`src/rtl/uart_bus_master_pkg.sv`:
```
// Shared frame/response byte constants and the controller state encoding
// for the UART debug bus master.
package uart_bus_master_pkg;

  localparam logic [7:0] CMD_READ    = 8'h52;
  localparam logic [7:0] CMD_WRITE   = 8'h57;
  localparam logic [7:0] RSP_OK      = 8'h4B;
  localparam logic [7:0] RSP_ERR     = 8'h3F;
  localparam logic [7:0] RSP_TIMEOUT = 8'h54;
  localparam logic [2:0] FIELD_LAST  = 3'd3;

  typedef enum logic [2:0] {
    S_IDLE = 3'd0,
    S_ADDR = 3'd1,
    S_DATA = 3'd2,
    S_REQ  = 3'd3,
    S_BUS  = 3'd4,
    S_TX   = 3'd5,
    S_TXW  = 3'd6
  } state_e;

endpackage

```
`src/rtl/uart_bus_master_txq.sv`:
```
// Response buffer and transmit sequencer: sends len_i bytes of a 32-bit word,
// LSB first, issuing each start only while the transmitter is idle.
module uart_bus_master_txq
  import uart_bus_master_pkg::*;
(
  input  logic        clkMain,
  input  logic        rst,
  input  logic        load_i,
  input  logic [2:0]  len_i,
  input  logic [31:0] data_i,
  input  logic        txdBusy_i,
  output logic        txdStart_o,
  output logic [7:0]  txdData_o,
  output logic        busy_o
);

  state_e      state_q, state_d;
  logic [31:0] rsp_q, rsp_d;
  logic [2:0]  len_q, len_d;
  logic [2:0]  idx_q, idx_d;
  logic        settle_q, settle_d;
  logic        start_q, start_d;
  logic [7:0]  data_q, data_d;

  // Next-state and output logic for the TX/TXW handshake.
  always_comb begin
    state_d  = state_q;
    rsp_d    = rsp_q;
    len_d    = len_q;
    idx_d    = idx_q;
    settle_d = settle_q;
    start_d  = 1'b0;
    data_d   = data_q;
    case (state_q)
      S_IDLE: begin
        if (load_i) begin
          rsp_d   = data_i;
          len_d   = len_i;
          idx_d   = 3'd0;
          state_d = S_TX;
        end else begin
          state_d = S_IDLE;
        end
      end
      S_TX: begin
        if (!txdBusy_i) begin
          start_d  = 1'b1;
          data_d   = rsp_q[{idx_q[1:0], 3'b000} +: 8];
          settle_d = 1'b1;
          state_d  = S_TXW;
        end else begin
          state_d = S_TX;
        end
      end
      S_TXW: begin
        // Busy rises only after the transmitter has seen our start pulse.
        if (settle_q) begin
          settle_d = 1'b0;
        end else if (!txdBusy_i) begin
          idx_d = idx_q + 3'd1;
          if (idx_d == len_q) begin
            state_d = S_IDLE;
          end else begin
            state_d = S_TX;
          end
        end else begin
          state_d = S_TXW;
        end
      end
      default: state_d = S_IDLE;
    endcase
  end

  // Sequencer registers.
  always_ff @(posedge clkMain) begin
    if (rst) begin
      state_q  <= S_IDLE;
      rsp_q    <= 32'd0;
      len_q    <= 3'd0;
      idx_q    <= 3'd0;
      settle_q <= 1'b0;
      start_q  <= 1'b0;
      data_q   <= 8'd0;
    end else begin
      state_q  <= state_d;
      rsp_q    <= rsp_d;
      len_q    <= len_d;
      idx_q    <= idx_d;
      settle_q <= settle_d;
      start_q  <= start_d;
      data_q   <= data_d;
    end
  end

  assign txdStart_o = start_q;
  assign txdData_o  = data_q;
  assign busy_o     = (state_q != S_IDLE);

endmodule

```
`src/rtl/uart_bus_master.sv`:
```
// UART-driven debug bus initiator: parses R/W command frames and issues single
// 32-bit device bus transactions. Optional inter-byte timeout: UART_BUS_MASTER_TIMEOUT_EN.
module uart_bus_master
  import uart_bus_master_pkg::*;
#(
  parameter int unsigned TIMEOUT_CYCLES = 32'd25000000,
  parameter logic [3:0]  BYTE_SEL       = 4'b1111
) (
  input  logic        clkMain,
  input  logic        rst,
  input  logic        rxdReady_i,
  input  logic [7:0]  rxdData_i,
  input  logic        txdBusy_i,
  output logic        txdStart_o,
  output logic [7:0]  txdData_o,
  output logic        busReq_o,
  input  logic        busGnt_i,
  output logic        devEnable_o,
  output logic        devWrite_o,
  input  logic        devBusy_i,
  output logic [31:0] devDataSave_o,
  input  logic [31:0] devDataLoad_i,
  output logic [31:0] devPhysicalAddr_o,
  output logic [3:0]  devByteSelect_o,
  output logic        active_o
);

  state_e      state_q, state_d;
  logic [2:0]  cnt_q, cnt_d;
  logic        write_q, write_d;
  logic [31:0] addr_q, addr_d;
  logic [31:0] wdata_q, wdata_d;
  logic        bus_req_q, bus_req_d;
  logic        dev_enable_q, dev_enable_d;
  logic [3:0]  byte_sel_q, byte_sel_d;
  logic        active_q, active_d;
  logic        rsp_load_s;
  logic [2:0]  rsp_len_s;
  logic [31:0] rsp_data_s;
  logic        txq_busy_s;
  logic        in_frame_s;
  logic        timeout_s;

  assign in_frame_s = (state_q == S_ADDR) || (state_q == S_DATA);

`ifdef UART_BUS_MASTER_TIMEOUT_EN
  logic [24:0] gap_q, gap_d;

  // Inter-byte gap counter, running only while a frame is being collected.
  always_comb begin
    if (rxdReady_i || !in_frame_s) begin
      gap_d = 25'd0;
    end else begin
      gap_d = gap_q + 25'd1;
    end
  end

  // Gap counter register.
  always_ff @(posedge clkMain) begin
    if (rst) begin
      gap_q <= 25'd0;
    end else begin
      gap_q <= gap_d;
    end
  end

  assign timeout_s = in_frame_s && (gap_q == 25'(TIMEOUT_CYCLES - 32'd1));
`else
  logic [31:0] timeout_unused_s;
  assign timeout_unused_s = TIMEOUT_CYCLES;
  assign timeout_s        = 1'b0;
`endif

  // Frame parser and bus transaction sequencer.
  always_comb begin
    state_d    = state_q;
    cnt_d      = cnt_q;
    write_d    = write_q;
    addr_d     = addr_q;
    wdata_d    = wdata_q;
    rsp_load_s = 1'b0;
    rsp_len_s  = 3'd0;
    rsp_data_s = 32'd0;
    case (state_q)
      S_IDLE: begin
        if (rxdReady_i) begin
          if ((rxdData_i == CMD_READ) || (rxdData_i == CMD_WRITE)) begin
            write_d = (rxdData_i == CMD_WRITE);
            cnt_d   = 3'd0;
            state_d = S_ADDR;
          end else begin
            rsp_load_s = 1'b1;
            rsp_len_s  = 3'd1;
            rsp_data_s = {24'd0, RSP_ERR};
            state_d    = S_TX;
          end
        end else begin
          state_d = S_IDLE;
        end
      end
      S_ADDR: begin
        if (rxdReady_i) begin
          addr_d[{cnt_q[1:0], 3'b000} +: 8] = rxdData_i;
          cnt_d = cnt_q + 3'd1;
          if (cnt_q == FIELD_LAST) begin
            cnt_d   = 3'd0;
            state_d = write_q ? S_DATA : S_REQ;
          end else begin
            state_d = S_ADDR;
          end
        end else if (timeout_s) begin
          rsp_load_s = 1'b1;
          rsp_len_s  = 3'd1;
          rsp_data_s = {24'd0, RSP_TIMEOUT};
          state_d    = S_TX;
        end else begin
          state_d = S_ADDR;
        end
      end
      S_DATA: begin
        if (rxdReady_i) begin
          wdata_d[{cnt_q[1:0], 3'b000} +: 8] = rxdData_i;
          cnt_d = cnt_q + 3'd1;
          if (cnt_q == FIELD_LAST) begin
            state_d = S_REQ;
          end else begin
            state_d = S_DATA;
          end
        end else if (timeout_s) begin
          rsp_load_s = 1'b1;
          rsp_len_s  = 3'd1;
          rsp_data_s = {24'd0, RSP_TIMEOUT};
          state_d    = S_TX;
        end else begin
          state_d = S_DATA;
        end
      end
      S_REQ: begin
        if (busGnt_i) begin
          state_d = S_BUS;
        end else begin
          state_d = S_REQ;
        end
      end
      S_BUS: begin
        // Completion ignores busGnt_i: a granted transaction always runs to the end.
        if (dev_enable_q && !devBusy_i) begin
          rsp_load_s = 1'b1;
          if (write_q) begin
            rsp_len_s  = 3'd1;
            rsp_data_s = {24'd0, RSP_OK};
          end else begin
            rsp_len_s  = 3'd4;
            rsp_data_s = devDataLoad_i;
          end
          state_d = S_TX;
        end else begin
          state_d = S_BUS;
        end
      end
      S_TX: begin
        if (!txq_busy_s) begin
          state_d = S_IDLE;
        end else begin
          state_d = S_TX;
        end
      end
      default: state_d = S_IDLE;
    endcase

    bus_req_d    = (state_d == S_REQ) || (state_d == S_BUS);
    dev_enable_d = (state_d == S_BUS);
    byte_sel_d   = dev_enable_d ? BYTE_SEL : 4'b0000;
    active_d     = (state_d != S_IDLE);
  end

  // Controller state and registered bus outputs.
  always_ff @(posedge clkMain) begin
    if (rst) begin
      state_q      <= S_IDLE;
      cnt_q        <= 3'd0;
      write_q      <= 1'b0;
      addr_q       <= 32'd0;
      wdata_q      <= 32'd0;
      bus_req_q    <= 1'b0;
      dev_enable_q <= 1'b0;
      byte_sel_q   <= 4'b0000;
      active_q     <= 1'b0;
    end else begin
      state_q      <= state_d;
      cnt_q        <= cnt_d;
      write_q      <= write_d;
      addr_q       <= addr_d;
      wdata_q      <= wdata_d;
      bus_req_q    <= bus_req_d;
      dev_enable_q <= dev_enable_d;
      byte_sel_q   <= byte_sel_d;
      active_q     <= active_d;
    end
  end

  uart_bus_master_txq u_txq (
    .clkMain    (clkMain),
    .rst        (rst),
    .load_i     (rsp_load_s),
    .len_i      (rsp_len_s),
    .data_i     (rsp_data_s),
    .txdBusy_i  (txdBusy_i),
    .txdStart_o (txdStart_o),
    .txdData_o  (txdData_o),
    .busy_o     (txq_busy_s)
  );

  assign busReq_o          = bus_req_q;
  assign devEnable_o       = dev_enable_q;
  assign devWrite_o        = write_q;
  assign devDataSave_o     = wdata_q;
  assign devPhysicalAddr_o = addr_q;
  assign devByteSelect_o   = byte_sel_q;
  assign active_o          = active_q;

endmodule
```
`config.mk`:
```
export PLATFORM = sky130hd
export DESIGN_NAME = uart_bus_master
export DESIGN_NICKNAME = d
export VERILOG_FILES = /design/src/rtl/uart_bus_master_pkg.sv /design/src/rtl/uart_bus_master_txq.sv /design/src/rtl/uart_bus_master.sv
export SDC_FILE = /design/constraint.sdc
export NUM_CORES = 1
export LEC_CHECK = 0
export CAP_MARGIN = 20
export CORE_ASPECT_RATIO = 0.5
export CORE_MARGIN = 5
export CORE_UTILIZATION = 40
export DETAILED_ROUTE_END_ITERATION = 8
export PLACE_DENSITY = 0.69
export SLEW_MARGIN = 20
export SYNTH_ARGS = -nofsm -noshare
export SYNTH_HDL_FRONTEND = slang
export SYNTH_SLANG_ARGS = --single-unit
```
`constraint.sdc`:
```
create_clock -name clkMain -period 2.1 [get_ports clkMain]
set_clock_uncertainty 0.1 [all_clocks]
set_input_delay 0.315 -clock clkMain [delete_from_list [all_inputs] [get_ports clkMain]]
set_output_delay 0.315 -clock clkMain [all_outputs]
set_load 0.01 [all_outputs]
```
# Yosys cells after proc, flatten, opt, wreduce, memory -nomap -nowiden
# Index checks and enable logic that the tools add are counted.
[word_totals]
regBits = 129
out_inout_bits = 81
word_cells = 112
inputBits = 46
[op_classes]
shift = 3
n_addsub = 3
eq_ne = 21
muxes = 47
n_bitwise = 2
reduce_logical = 20
[ops]
columns = ["cell", "n"]
rows = [
  ["32-bit bitwise mux", 2],
  ["32-bit two-way mux", 2],
  ["32-bit case mux with 2 select lines", 1],
  ["3-bit two-way mux", 20],
  ["8-bit by 7-bit variable shift with 32-bit output (first input constant)", 1],
  ["32-bit by 6-bit variable part select with 8-bit output", 1],
  ["8-bit by 7-bit variable part select with 32-bit output", 1],
  ["3-bit case mux with 3 select lines", 2],
  ["3-bit case mux with 6 select lines", 1],
  ["8-bit by 7-bit == test with 1-bit output (second input constant)", 2],
  ["2-bit != test (second input constant)", 8],
  ["3-bit == test (second input constant)", 5],
  ["3-bit by 2-bit == test with 1-bit output (second input constant)", 4],
  ["6-bit two-way mux", 2],
  ["3-bit case mux with 2 select lines", 2],
  ["1-bit two-way mux", 10],
  ["2-bit AND reduction", 5],
  ["3-bit nonzero test", 3],
  ["5-bit negation with 7-bit output", 1],
  ["3-bit by 1-bit adder with 3-bit output (second input constant)", 2],
  ["3-bit zero test", 2],
  ["5-bit AND reduction", 1],
  ["2-bit two-way mux", 2],
  ["4-bit two-way mux", 1],
  ["11 further kinds", 15],
]

# Logic depth before layout (Yosys ltp)
[logic_depth]
depth_word = 7
mapped_depth = 7
mapped_depth_nobuf = 6

# Cells and area by module
# Synthesis repeated with hierarchy kept, for this count alone.
[unflattened]
hier_cells = 666
area_unflattened_um2 = 5639.2
[modules_own_cells]
columns = ["module", "n_inst", "area_each_um2", "cells_each", "seq_area_each_um2"]
rows = [
  ["uart_bus_master", 1, 3458.3, 419, 1481.4],
  ["uart_bus_master_txq", 1, 2180.8, 247, 1021.0],
]

# Worst setup path before layout
# No wires, ideal clock.
[synth_path]
kind = "flip-flop to flip-flop"
start = "register cnt_q[0]"
end = "register wdata_q[23] (netlist: devDataSave_o[23])"
arrival_time_ps = 1903
setup_slack_ps = 27
setup_ps = 70
synth_period_minus_slack_ps = 2073
t_required_ps = 1930
path_stages_with_launch = 7
n_path_buf = 1
cell_sequence = "dfxtp_1 inv_1 ha_1 nor3b_1 clkbuf_1 nand3_1 a21oi_1"
[synth_between]
elab_chain_len = 3
elab_cells_between_ends = 4
cone_classes = "add/sub: 1; shift: 2; mux: 1"
[synth_lines]
columns = ["item", "line", "text"]
rows = [
  ["start, declared", "uart_bus_master.sv:29", "logic [2:0] cnt_q, cnt_d;"],
  ["start signal, assigned", "uart_bus_master.sv:191", "cnt_q <= cnt_d;"],
  ["5-bit negation with 7-bit output (*)", "uart_bus_master.sv:122", "wdata_d[{cnt_q[1:0], 3'b000} +: 8] = rxdData_i;"],
  ["8-bit by 7-bit variable part select with 32-bit output or 8-bit by 7-bit variable shift with 32-bit output (tied branches)", "uart_bus_master.sv:122", ""],
  ["32-bit bitwise mux (*)", "uart_bus_master.sv:122", ""],
  ["end signal, assigned", "uart_bus_master.sv:194", "wdata_q <= wdata_d;"],
  ["end, declared", "uart_bus_master.sv:32", "logic [31:0] wdata_q, wdata_d;"],
]
# Mark *: on every way between the ends. The rest lies on a longest branch, timed or not.
# A chain may end at the register's enable or synchronous reset.

# Final worst setup path
[layout_path]
start = "register state_q[0]"
end = "register cnt_q[0]"
[layout_between]
elab_chain_len = 3
elab_cells_between_ends = 10
cone_classes = "eq/ne: 6; mux: 1; reduce/logical: 3"
[layout_lines]
columns = ["item", "line", "text"]
rows = [
  ["start, declared", "uart_bus_master.sv:28", "state_e state_q, state_d;"],
  ["start signal, assigned", "uart_bus_master.sv:190", "state_q <= state_d;"],
  ["3-bit by 2-bit == test with 1-bit output (tied with other cells)", "uart_bus_master.sv:84", "case (state_q)"],
  ["2-bit != test (no line) or 3-bit nonzero test (tied branches)", "n/a", ""],
  ["5-bit AND reduction (no line)", "n/a", ""],
]
# Parallel ways exist; a longest one is shown, timed or not.

==> run_results.csv <==
group,metric,value,unit
logic_synthesis,ys_ff_latch,124,
floorplanning,num_rows,29,
grt,grt_max_degree,88,
grt,grt.total_usage,18.41,%
cts,htreeDepth,4,
routing,drc,0,
cts,cts_resized,0,
timing,fin_crit_sh,93.23,%
worst_hold_path,min-delay-start,"u_txq.txdData_o[7]",
worst_setup_path,crit_path_end_kind,"flip-flop",
cts,worst_skew_pair.late_latency,0.40,ns
logic_synthesis,synthTopCellsByCount,"dfxtp_1 (124), nand2_1 (90), a21oi_1 (62), nand3_1 (42)",
grt,antenna_found_initial,0,
worst_setup_path,required,2.33,ns
timing,max_freq,510.8,MHz
routing,via_per_inst,5.262,
timing,slew_viol_final,0,
worst_setup_path,worstRegToRegCells,3,
floorplanning,io-pin-count,127,
logic_synthesis,synth-edff-count,0,
worst_setup_path,arrival,2.19,ns
cts,root_buffer,"clkbuf_16",
logic_synthesis,synth_area_leaders,"dfxtp_1 (46%), nand2_1 (6.3%), a21oi_1 (5.8%)",
status,status,"finished clean",
power_and_ir_drop,pwr-share-clk,50.3,%
worst_hold_path,worstHoldPathCells,2,
logic_synthesis,seq_area_frac_synth,46.30,%
cts,cts_tree,"yes",
power_and_ir_drop,p_switching,0.001328,W
grt,grt_pass1_wl,23.79,mm
worst_setup_path,critPathLaunchType,"flip-flop",
routing,routedWlPerCell,16.75,microns
cts,cts_setup_buffers,0,
floorplanning,coreArea,0.01288,sq mm
power_and_ir_drop,pwr-share-seq,41.3,%
power_and_ir_drop,power.density,789.0,mW/mm^2
place,gp_congestion,0.7957,
worst_setup_path,ff2ff_setup_slack,0.14,ns
timing,rsz0062_at_grt,"false",
cts,cts.hold.buffers_added,0,
grt,grt_pass1_vias,4528,
logic_synthesis,syn_avg_cell_area,9.228,sq um
worst_hold_path,min-delay-path-class,"reg2reg",
timing,hold_violations,0,
timing,worst_pin_slew,0.6448,ns
power_and_ir_drop,p_sw_share,22.59,%
logic_synthesis,synth_area_leader_cell,"dfxtp_1",
power_and_ir_drop,ir_worst_vdd,0.0003946,V
flow_run,maxCapViolCount,0,
place,dp_hpwl,10.25,mm
cells_and_area,fillers,1121,
worst_setup_path,critPathKind,"reg2reg",
cts,clk_pin_slew,0.06,ns
floorplanning,die-area,0.01596,sq mm
cts,clock-sinks,124,
logic_synthesis,synth.distinct_cells,60,
logic_synthesis,synth_flop_cell,"dfxtp_1",
routing,vias,4673,
cts,cts.path.max_buffers,2,
worst_setup_path,r2r_end,"cnt_q[0]",
logic_synthesis,synthCells,581,
routing,first_pass_iters,5,
logic_synthesis,synthMostInstantiatedCell,"dfxtp_1",
routing,drtIter0Drc,384,
routing,ant_nets,0,
power_and_ir_drop,p_int,0.004551,W
worst_hold_path,hold_end,"u_txq.txdData_o[7]",
timing,relSlewSlack,56.56,%
logic_synthesis,yosys_warnings,0,
logic_synthesis,syn_area,0.005361,sq mm
cells_and_area,drive_above_1_share,15.32,%
place,io_buffers,126,
cells_and_area,multi_input_area,0.002526,sq mm
cells_and_area,syn_to_final_growth,39.00,%
floorplanning,fp.dieH,91.87,microns
power_and_ir_drop,p_leak,2.719,nW
grt,grt.overflow.total,0,
timing,period_needed,1.958,ns
floorplanning,fp.dieW,173.7,microns
worst_setup_path,cp_max_fo,13,
worst_setup_path,r2r-start,"state_q[0]",
cells_and_area,nets,759,
cells_and_area,regArea,0.002484,sq mm
cts,cts_buffers,17,
power_and_ir_drop,pwr-share-comb,8.5,%
logic_synthesis,synth-async-reset-ratio,0,%
cells_and_area,fin_util,57.85,%
floorplanning,initial_core_util,41.62,%
logic_synthesis,yosysTopAreaCellShare,46.30,%
routing,wl,14.88,mm
timing,setup_violations,0,
cells_and_area,n_antenna_cell,0,
timing,whs,0.3519,ns
logic_synthesis,syn_nets,634,
==> how the worst max path moves through the flow <==
| stage | startpoint | to | slack (ns) | cells past startpoint |
|---|---|---|---|---|
| final | state_q[0] | cnt_q[0] | 0.14 | 3 |
| after global routing | cnt_q[1] | busReq_o | 0.01 | 7 |
| after CTS | cnt_q[1] | busReq_o | 0.10 | 7 |
| after detailed placement | rxdData_i[1] | busReq_o | -0.26 | 5 |
| after global placement | rxdData_i[1] | busReq_o | -0.22 | 5 |
| after floorplan | cnt_q[0] | devDataSave_o[23] | 0.03 | 6 |
==> stage by stage <==
step,instances,setup TNS [ns],total power (W),setup WS (ns),instance area [sq um]
finish,888,0,0.005880,0.1423,7452
global route,888,0,0.006077,0.01097,7452
CTS,888,0,0.005930,0.1044,7448
detailed placement,857,-6.341,0.002970,-0.2552,6848
global placement,857,-6.414,0.002965,-0.2157,6848
floorplan,581,0,0.002755,0.02685,5361
==> area by class of cell <==
| cell class | instances | area share [%] |
|---|---|---|
| multi-input combinational | 386 | 33.90 |
| sequential | 124 | 33.33 |
| timing repair buffer | 161 | 21.05 |
| clock buffer | 20 | 6.128 |
| tap | 170 | 2.854 |
| clock inverter | 11 | 1.931 |
| inverter | 16 | 0.8059 |
==> power by group through the flow <==
| stage | clock (W) | sequential [W] | combinational [W] |
|---|---|---|---|
| floorplan | 0 | 0.00247 | 0.000289 |
| global placement | 0 | 0.00248 | 0.000490 |
| detailed placement | 0 | 0.00248 | 0.000495 |
| CTS | 0.00300 | 0.00243 | 0.000500 |
| global route | 0.00311 | 0.00243 | 0.000532 |
| finish | 0.00296 | 0.00243 | 0.000498 |
==> worst max-delay path: stages (launching register included) <==
cell and delay [ns]:
dfxtp_1 0.46, or2_1 0.45, o21ai_0 0.60, mux2i_1 0.27
==> state kept, by name, indices dropped and copies added (netlist names), 2 cells and up <==
register,count
u_txq.rsp_q,32
u_txq.txdData_o,8
devPhysicalAddr_o,32
u_txq.idx_q,3
u_txq.state_q,3
cnt_q,3
u_txq.len_q,2
state_q,3
devDataSave_o,32
==> cells in the final DEF (no fill, tap or decap), drive strengths merged, types with 7 or more instances in the layout <==
cell type	Yosys	final
nor2	29	29
clkdlybuf4s50	0	125
inv	16	16
a32o	25	25
a21oi	62	62
clkinv	0	7
nor3	9	9
a22oi	17	17
buf	27	36
nand2	90	90
mux2i	9	9
nand4	8	8
and2	7	7
ha	7	7
dfxtp	124	124
mux4	8	8
clkbuf	28	20
o21ai	11	11
nand3	42	42
==> layer usage <==
metal / part of all wire [%] / vias up / GRT usage (%)
met5: 0 / - / 0
met4: 1.7 / 0 / 6.452
met3: 6.3 / 20 / 5.177
met2: 46 / 136 / 28.80
met1: 46 / 2183 / 24.64
li1: - / 2334 / -
==> logic make-up (layout without fill, tap and decap cells) <==
group / Yosys count / after routing / share of synthesized area [%]
simple gates: 222 / 222 / 21.33
compound gates: 137 / 137 / 18.30
flops: 124 / 124 / 46.30
buf+inv: 71 / 208 / 6.628
mux: 17 / 17 / 5.041
fa+ha+maj: 7 / 7 / 1.634
xor+xnor: 3 / 3 / 0.7701
(Power assumes the default switching activity.)
